--- config.mk ---
export PLATFORM = sky130hd
export DESIGN_NAME = instr_fetch_unit
export DESIGN_NICKNAME = d
export VERILOG_FILES = /design/src/rtl/cpu_pkg.sv /design/src/rtl/fetch_fifo.sv /design/src/rtl/instr_fetch_unit.sv
export SDC_FILE = /design/constraint.sdc
export NUM_CORES = 1
export LEC_CHECK = 0
export ABC_CLOCK_PERIOD_IN_PS = 4400
export CORE_ASPECT_RATIO = 0.9
export CORE_MARGIN = 2
export CORE_UTILIZATION = 35
export DETAILED_ROUTE_END_ITERATION = 16
export SLEW_MARGIN = 20
export SYNTH_ARGS = -nofsm -noshare
export SYNTH_HDL_FRONTEND = slang
export SYNTH_HIERARCHICAL = 1
export SYNTH_SLANG_ARGS = --single-unit
--- constraint.sdc ---
create_clock -name clk -period 4.4 [get_ports clk]
set_input_delay 0.88 -clock clk [delete_from_list [all_inputs] [get_ports clk]]
set_output_delay 0.88 -clock clk [all_outputs]
set_load 0.05 [all_outputs]
--- src/rtl/cpu_pkg.sv ---
// Shared constants and types for the fetch/decode front end.
// Also holds the branch-offset helper used by the redirect target adder.
package cpu_pkg;

    localparam logic [15:0] NOP_INSTR = 16'hBF00;

    localparam logic [1:0] BR_SEQ  = 2'b11;
    localparam logic [1:0] BR_COND = 2'b01;
    localparam logic [1:0] BR_UNC  = 2'b10;
    localparam logic [1:0] BR_LINK = 2'b00;

    typedef struct packed {
        logic [15:0] pc;
        logic [15:0] instr;
    } fetch_entry_t;

    // Sign-extended branch offset; the immediate width depends on the branch kind
    function automatic logic [15:0] br_offset(input logic [1:0] sel, input logic [15:0] instr);
        logic [15:0] off;
        off = '0;
        case (sel)
            BR_COND: off = {{8{instr[7]}}, instr[7:0]};
            BR_UNC:  off = {{5{instr[10]}}, instr[10:0]};
            BR_LINK: off = {{10{instr[5]}}, instr[5:0]};
            default: off = '0;
        endcase
        return off;
    endfunction

endpackage

--- src/rtl/fetch_fifo.sv ---
// Small synchronous FIFO with flush, used for the prefetch buffer and the
// in-flight request PC queue. Flush takes priority over push and pop.
module fetch_fifo #(
    parameter int unsigned DEPTH = 2,
    parameter type T = logic [15:0]
) (
    input  logic                         clk,
    input  logic                         reset,
    input  logic                         i_flush,
    input  logic                         i_push,
    input  T                             i_data,
    input  logic                         i_pop,
    output T                             o_head,
    output logic [$clog2(DEPTH+1)-1:0]   o_count
);
    localparam int unsigned CW = $clog2(DEPTH + 1);
    localparam int unsigned PW = (DEPTH > 1) ? $clog2(DEPTH) : 1;

    T              r_mem [DEPTH];
    logic [PW-1:0] r_rd;
    logic [PW-1:0] r_wr;
    logic [CW-1:0] r_count;

    function automatic logic [PW-1:0] ptr_inc(input logic [PW-1:0] p);
        return (p == PW'(DEPTH - 1)) ? '0 : PW'(p + 1'b1);
    endfunction

    always_ff @(posedge clk or posedge reset) begin
        if (reset) begin
            r_rd    <= '0;
            r_wr    <= '0;
            r_count <= '0;
        end else if (i_flush) begin
            r_rd    <= '0;
            r_wr    <= '0;
            r_count <= '0;
        end else begin
            if (i_push) r_wr <= ptr_inc(r_wr);
            if (i_pop)  r_rd <= ptr_inc(r_rd);
            r_count <= CW'(r_count + CW'(i_push) - CW'(i_pop));
        end
    end

    // Storage needs no reset: entries are only observed while counted valid
    always_ff @(posedge clk) begin
        if (i_push && !i_flush) r_mem[r_wr] <= i_data;
    end

    assign o_head  = r_mem[r_rd];
    assign o_count = r_count;

endmodule

--- src/rtl/instr_fetch_unit.sv ---
// Instruction fetch stage: PC, imem request issue, prefetch buffering and
// branch/BX redirect handling with a drain of stale in-flight responses.
module instr_fetch_unit
    import cpu_pkg::*;
#(
    parameter int unsigned DEPTH    = 2,
    parameter logic [15:0] RESET_PC = 16'h0
) (
    input  logic        clk,
    input  logic        reset,
    output logic        imem_req,
    output logic [15:0] imem_addr,
    input  logic        imem_gnt,
    input  logic        imem_rvalid,
    input  logic [15:0] imem_rdata,
    output logic        if_valid,
    input  logic        id_ready,
    output logic [15:0] if_instr,
    output logic [15:0] if_pc,
    input  logic        redir_valid,
    input  logic [1:0]  redir_brSel,
    input  logic        redir_brEx,
    input  logic [15:0] redir_pc,
    input  logic [15:0] redir_instr,
    input  logic [15:0] redir_reg
);
    localparam int unsigned CW = $clog2(DEPTH + 1);
    localparam int unsigned SW = CW + 1;

    typedef enum logic {ST_RUN, ST_DRAIN} state_t;

    state_t        r_state;
    logic [15:0]   r_pc;
    logic          w_redir_taken;
    logic          w_grant;
    logic          w_rsp;
    logic          w_push;
    logic          w_pop;
    logic          w_empty;
    logic [15:0]   w_target;
    logic [15:0]   w_req_pc;
    logic [CW-1:0] w_count;
    logic [CW-1:0] w_inflight;
    logic [CW-1:0] w_inflight_next;
    fetch_entry_t  w_head;
    fetch_entry_t  w_push_entry;

    assign w_redir_taken = redir_valid && (redir_brEx || (redir_brSel != BR_SEQ));
    assign w_target      = redir_brEx ? redir_reg
                                      : redir_pc + 16'd1 + br_offset(redir_brSel, redir_instr);

    // Fetch only while the buffer plus outstanding requests leave room for the reply
    assign imem_req  = !reset && (r_state == ST_RUN) && !w_redir_taken &&
                       ((SW'(w_count) + SW'(w_inflight)) < SW'(DEPTH));
    assign imem_addr = r_pc;
    assign w_grant   = imem_req && imem_gnt;

    // The in-flight count is the occupancy of the request-PC queue
    assign w_rsp           = imem_rvalid && (w_inflight != '0);
    assign w_inflight_next = CW'(w_inflight + CW'(w_grant) - CW'(w_rsp));
    assign w_push          = w_rsp && (r_state == ST_RUN) && !w_redir_taken;
    assign w_push_entry    = '{pc: w_req_pc, instr: imem_rdata};

    assign w_empty  = (w_count == '0);
    assign if_valid = !w_empty && !w_redir_taken;
    assign w_pop    = if_valid && id_ready;
    assign if_instr = if_valid ? w_head.instr : NOP_INSTR;
    assign if_pc    = if_valid ? w_head.pc : 16'h0;

    fetch_fifo #(.DEPTH(DEPTH), .T(fetch_entry_t)) u_prefetch (
        .clk     (clk),
        .reset   (reset),
        .i_flush (w_redir_taken),
        .i_push  (w_push),
        .i_data  (w_push_entry),
        .i_pop   (w_pop),
        .o_head  (w_head),
        .o_count (w_count)
    );

    fetch_fifo #(.DEPTH(DEPTH), .T(logic [15:0])) u_pc_queue (
        .clk     (clk),
        .reset   (reset),
        .i_flush (1'b0),
        .i_push  (w_grant),
        .i_data  (r_pc),
        .i_pop   (w_rsp),
        .o_head  (w_req_pc),
        .o_count (w_inflight)
    );

    always_ff @(posedge clk or posedge reset) begin
        if (reset) begin
            r_state <= ST_RUN;
            r_pc    <= RESET_PC;
        end else begin
            if (w_redir_taken) r_pc <= w_target;
            else if (w_grant)  r_pc <= r_pc + 16'd1;

            case (r_state)
                ST_RUN:   if (w_redir_taken && (w_inflight_next != '0)) r_state <= ST_DRAIN;
                ST_DRAIN: if (w_inflight_next == '0) r_state <= ST_RUN;
                default:  r_state <= ST_RUN;
            endcase
        end
    end

endmodule

==> qor.txt <==
Worst Path Required - 3.52 ns
Post-Syn Area per Cell - 13.2 sq um
Initial core utilization - 0.360
Actual slew at the worst max-slew pin - 0.861 ns
FF+latch count, synth - 121
Worst-Skew Late Latency - 0.40 ns
Port buffer count - 117
Finish-stage setup viols - 0
Crit share post-route - 0.871
Flop pwr share - 0.375
Drt pass-1 iters - 4
Worst Hold Class - flop to flop
Fin area - 0.00862 sq mm
Delay of the slowest critical-path stage - 0.61 ns
Met1 usage - 0.174
Drt drc - 0
Post-layout util - 0.485
Power per Cell Area - 456 mW/mm^2
Sw Pwr - 1220 uW
Worst VDD drop - 290 uV
Tmin final - 3.83 ns
Die area - 0.0194 sq mm
RSZ-0062 raised after global routing - no
Root buffer cell - clkbuf_16
Total negative setup slack - 0 ns
Worst EP arrival - 2.95 ns
Sequential area share after synthesis - 0.548
First-pass GRT wire length - 21.6 mm
Ys flop type - edfxtp_1
DP HPWL - 9.98 mm
Internal power - 2710 uW
Top cells by area, synth - edfxtp_1 (45%), dfrtp_1 (9.8%), mux2_4 (8.9%)
Yosys top cell area share - 0.450
Reg-to-Reg End - u_pc_queue/r_mem[0][6]
Top fanout value on the critical path - 27
Async SR Flop Fraction - 0.207
Worst Hold Slack - 0.546 ns
Initial antenna violation count - 0
Max-cap violations - 0
CTS tree - done
# diodes - 0
Die W - 147 um
FF-to-FF path depth - 7
Met3 Usage GRT - 0.0474
Hold wc startpoint - imem_addr[5]
Max transition margin - 0.426
Site row count - 46
Area grow syn2layout - 34.7%
Max clock buf depth - 2
RR Startpoint - u_prefetch/o_count[0]
Routed WL per cell - 15.2 um
Grt ovf - 0
Chip height - 132 um
Clock network power share - 0.308
Cell accounting for the most synthesized area - edfxtp_1
Commonest non-fill, non-tap cell in the layout - edfxtp_1
Gr usage total - 0.140
Slew Viols, Final - 0
Register Area - 0.00351 sq mm
CTS clk-pin slew, worst paths - 0.05 ns
Grt met2 use - 0.235
P_leak - 0.00329 uW
FMAX - 0.261 GHz
Final Hold Fails - 0
WHS Endpoint - u_pc_queue/r_mem[0][5]
Final cell count without fillers - 872
Hold depth - 0
Clock buffer count from CTS - 17
Syn Inst Count - 484
Core area - 0.0178 sq mm
Crit-path slowest cell - clkdlybuf4s50_1
Status - finished, final reports clean
Vias - 4106
Postcts setup bufs - 0
Top-Level Pins - 123
Drt initial violations - 246
Fillcell total - 1536
Largest net degree at the start of global routing - 29
Final WL - 13.2 mm
EDFF count, synth - 96
Placed insts - 840
Combinational group share of total power - 0.318
Reg2Reg Setup Slack - 1.26 ns
Sink Count - 121
Crit end category - output pin
Crit Path Category - primary input to output pin
Placement Cell Area - 0.00810 sq mm
Multi-input logic area - 0.00271 sq mm
Cell Chain, Critical Path - clkdlybuf4s50_1 -> nand2_1 -> o21ai_1 -> inv_2 -> nor2_1 -> buf_4 -> and2_1 -> buf_12
Syn. warnings - 6
Drt via density - 4.71
Most frequent cells in the layout - edfxtp_1 (96), clkdlybuf4s50_1 (83), mux2_4 (38)
Cts repair resizes - 0
Share of layout cells above drive strength 1 - 0.210
H-tree depth - 4
Crit start category - primary input
GPL Wtd Cong - 0.806
Sw Ratio - 0.310
GR peak layer - met2
Skew final - 0.00760 ns
Mapped Area - 0.00640 sq mm
Vias in the first global route - 4237
Unique masters post-synth - 65
# hold bufs at CTS - 0
Fin nets - 711
ANT nets after route - 0
==> worst max path at each step <==
stage	depth (start not counted)	slack, ns	start	to
5_1_grt	8	0.33	redir_brSel[1]	if_pc[2]
3_5_place_dp	11	0.39	redir_brSel[1]	imem_addr[14]
6_report	8	0.57	redir_brSel[1]	if_instr[14]
2_1_floorplan	6	0.57	redir_brSel[0]	u_prefetch/r_mem[0][0]
4_1_cts	8	0.49	redir_brSel[1]	if_pc[1]
3_3_place_gp	11	0.44	redir_brSel[0]	imem_addr[14]
==> cells in the mapped netlist, drive strengths merged (3+ instances only) <==
master   n
a21boi   4
dfrtp   25
nor3b    5
nor2b    6
nand4    4
o21ai   18
mux2i    8
xnor2   22
and2    33
nand2b   3
nand3    9
clkbuf  10
buf      7
a211oi   6
nor3     5
nor2    25
inv     20
edfxtp  96
a21oi   17
mux2    49
xor2    13
nand2   25
or3     10
ha      17
a21o     5
and3     8
==> layer usage <==
layer,vias up,wire (um)
li1,2029,-
met1,1934,5990
met2,131,6190
met3,12,915
met4,0,127
met5,-,0
==> through the flow <==
stage / total power (uW) / setup slack, ns
after floorplan: 2320 / 0.570
after global placement: 2730 / 0.443
after detailed placement: 2760 / 0.391
after CTS: 3980 / 0.495
after global routing: 4120 / 0.330
final: 3930 / 0.568
==> power by group through the flow <==
stage	combinational (uW)	clock, uW	sequential, uW
floorplan	780	0	1540
global route	1340	1290	1490
global placement	1240	0	1490
finish	1250	1210	1470
detailed placement	1260	0	1500
CTS	1260	1230	1480
==> sequential cells by signal, indices dropped and copies added (netlist names) <==
signal and cells:
r_state 1, imem_addr 16, u_pc_queue/o_count 2, u_pc_queue/r_wr 1, u_prefetch/r_wr 1, u_pc_queue/r_rd 1
u_prefetch/r_rd 1, u_pc_queue/r_mem 32, u_prefetch/r_mem 64, u_prefetch/o_count 2
==> area by class of cell <==
| class | count | area share |
|---|---|---|
| Timing Repair Buffer | 128 | 0.175 |
| Clock buffer | 22 | 0.0515 |
| Clock inverter | 10 | 0.00914 |
| Inverter | 20 | 0.00871 |
| Tap cell | 240 | 0.0348 |
| Multi-Input combinational cell | 331 | 0.314 |
| Sequential cell | 121 | 0.407 |
==> cell families after synthesis <==
kind of cell,after synthesis,synth area share
compound gates,72,0.0786
mux,57,0.122
other cells,1,0.000586
fa+ha+maj,19,0.0395
simple gates,140,0.122
flops,121,0.548
xor+xnor,37,0.0549
buf+inv,37,0.0344
==> worst max-delay path, delay by kind of cell <==
family | cells | cell delay [ns]
and+or+nand+nor | 3 | 0.55
AOI/OAI and AO/OA | 1 | 0.28
buffers and inverters | 4 | 1.21
No activity file was read; power rests on OpenSTA's default activity.
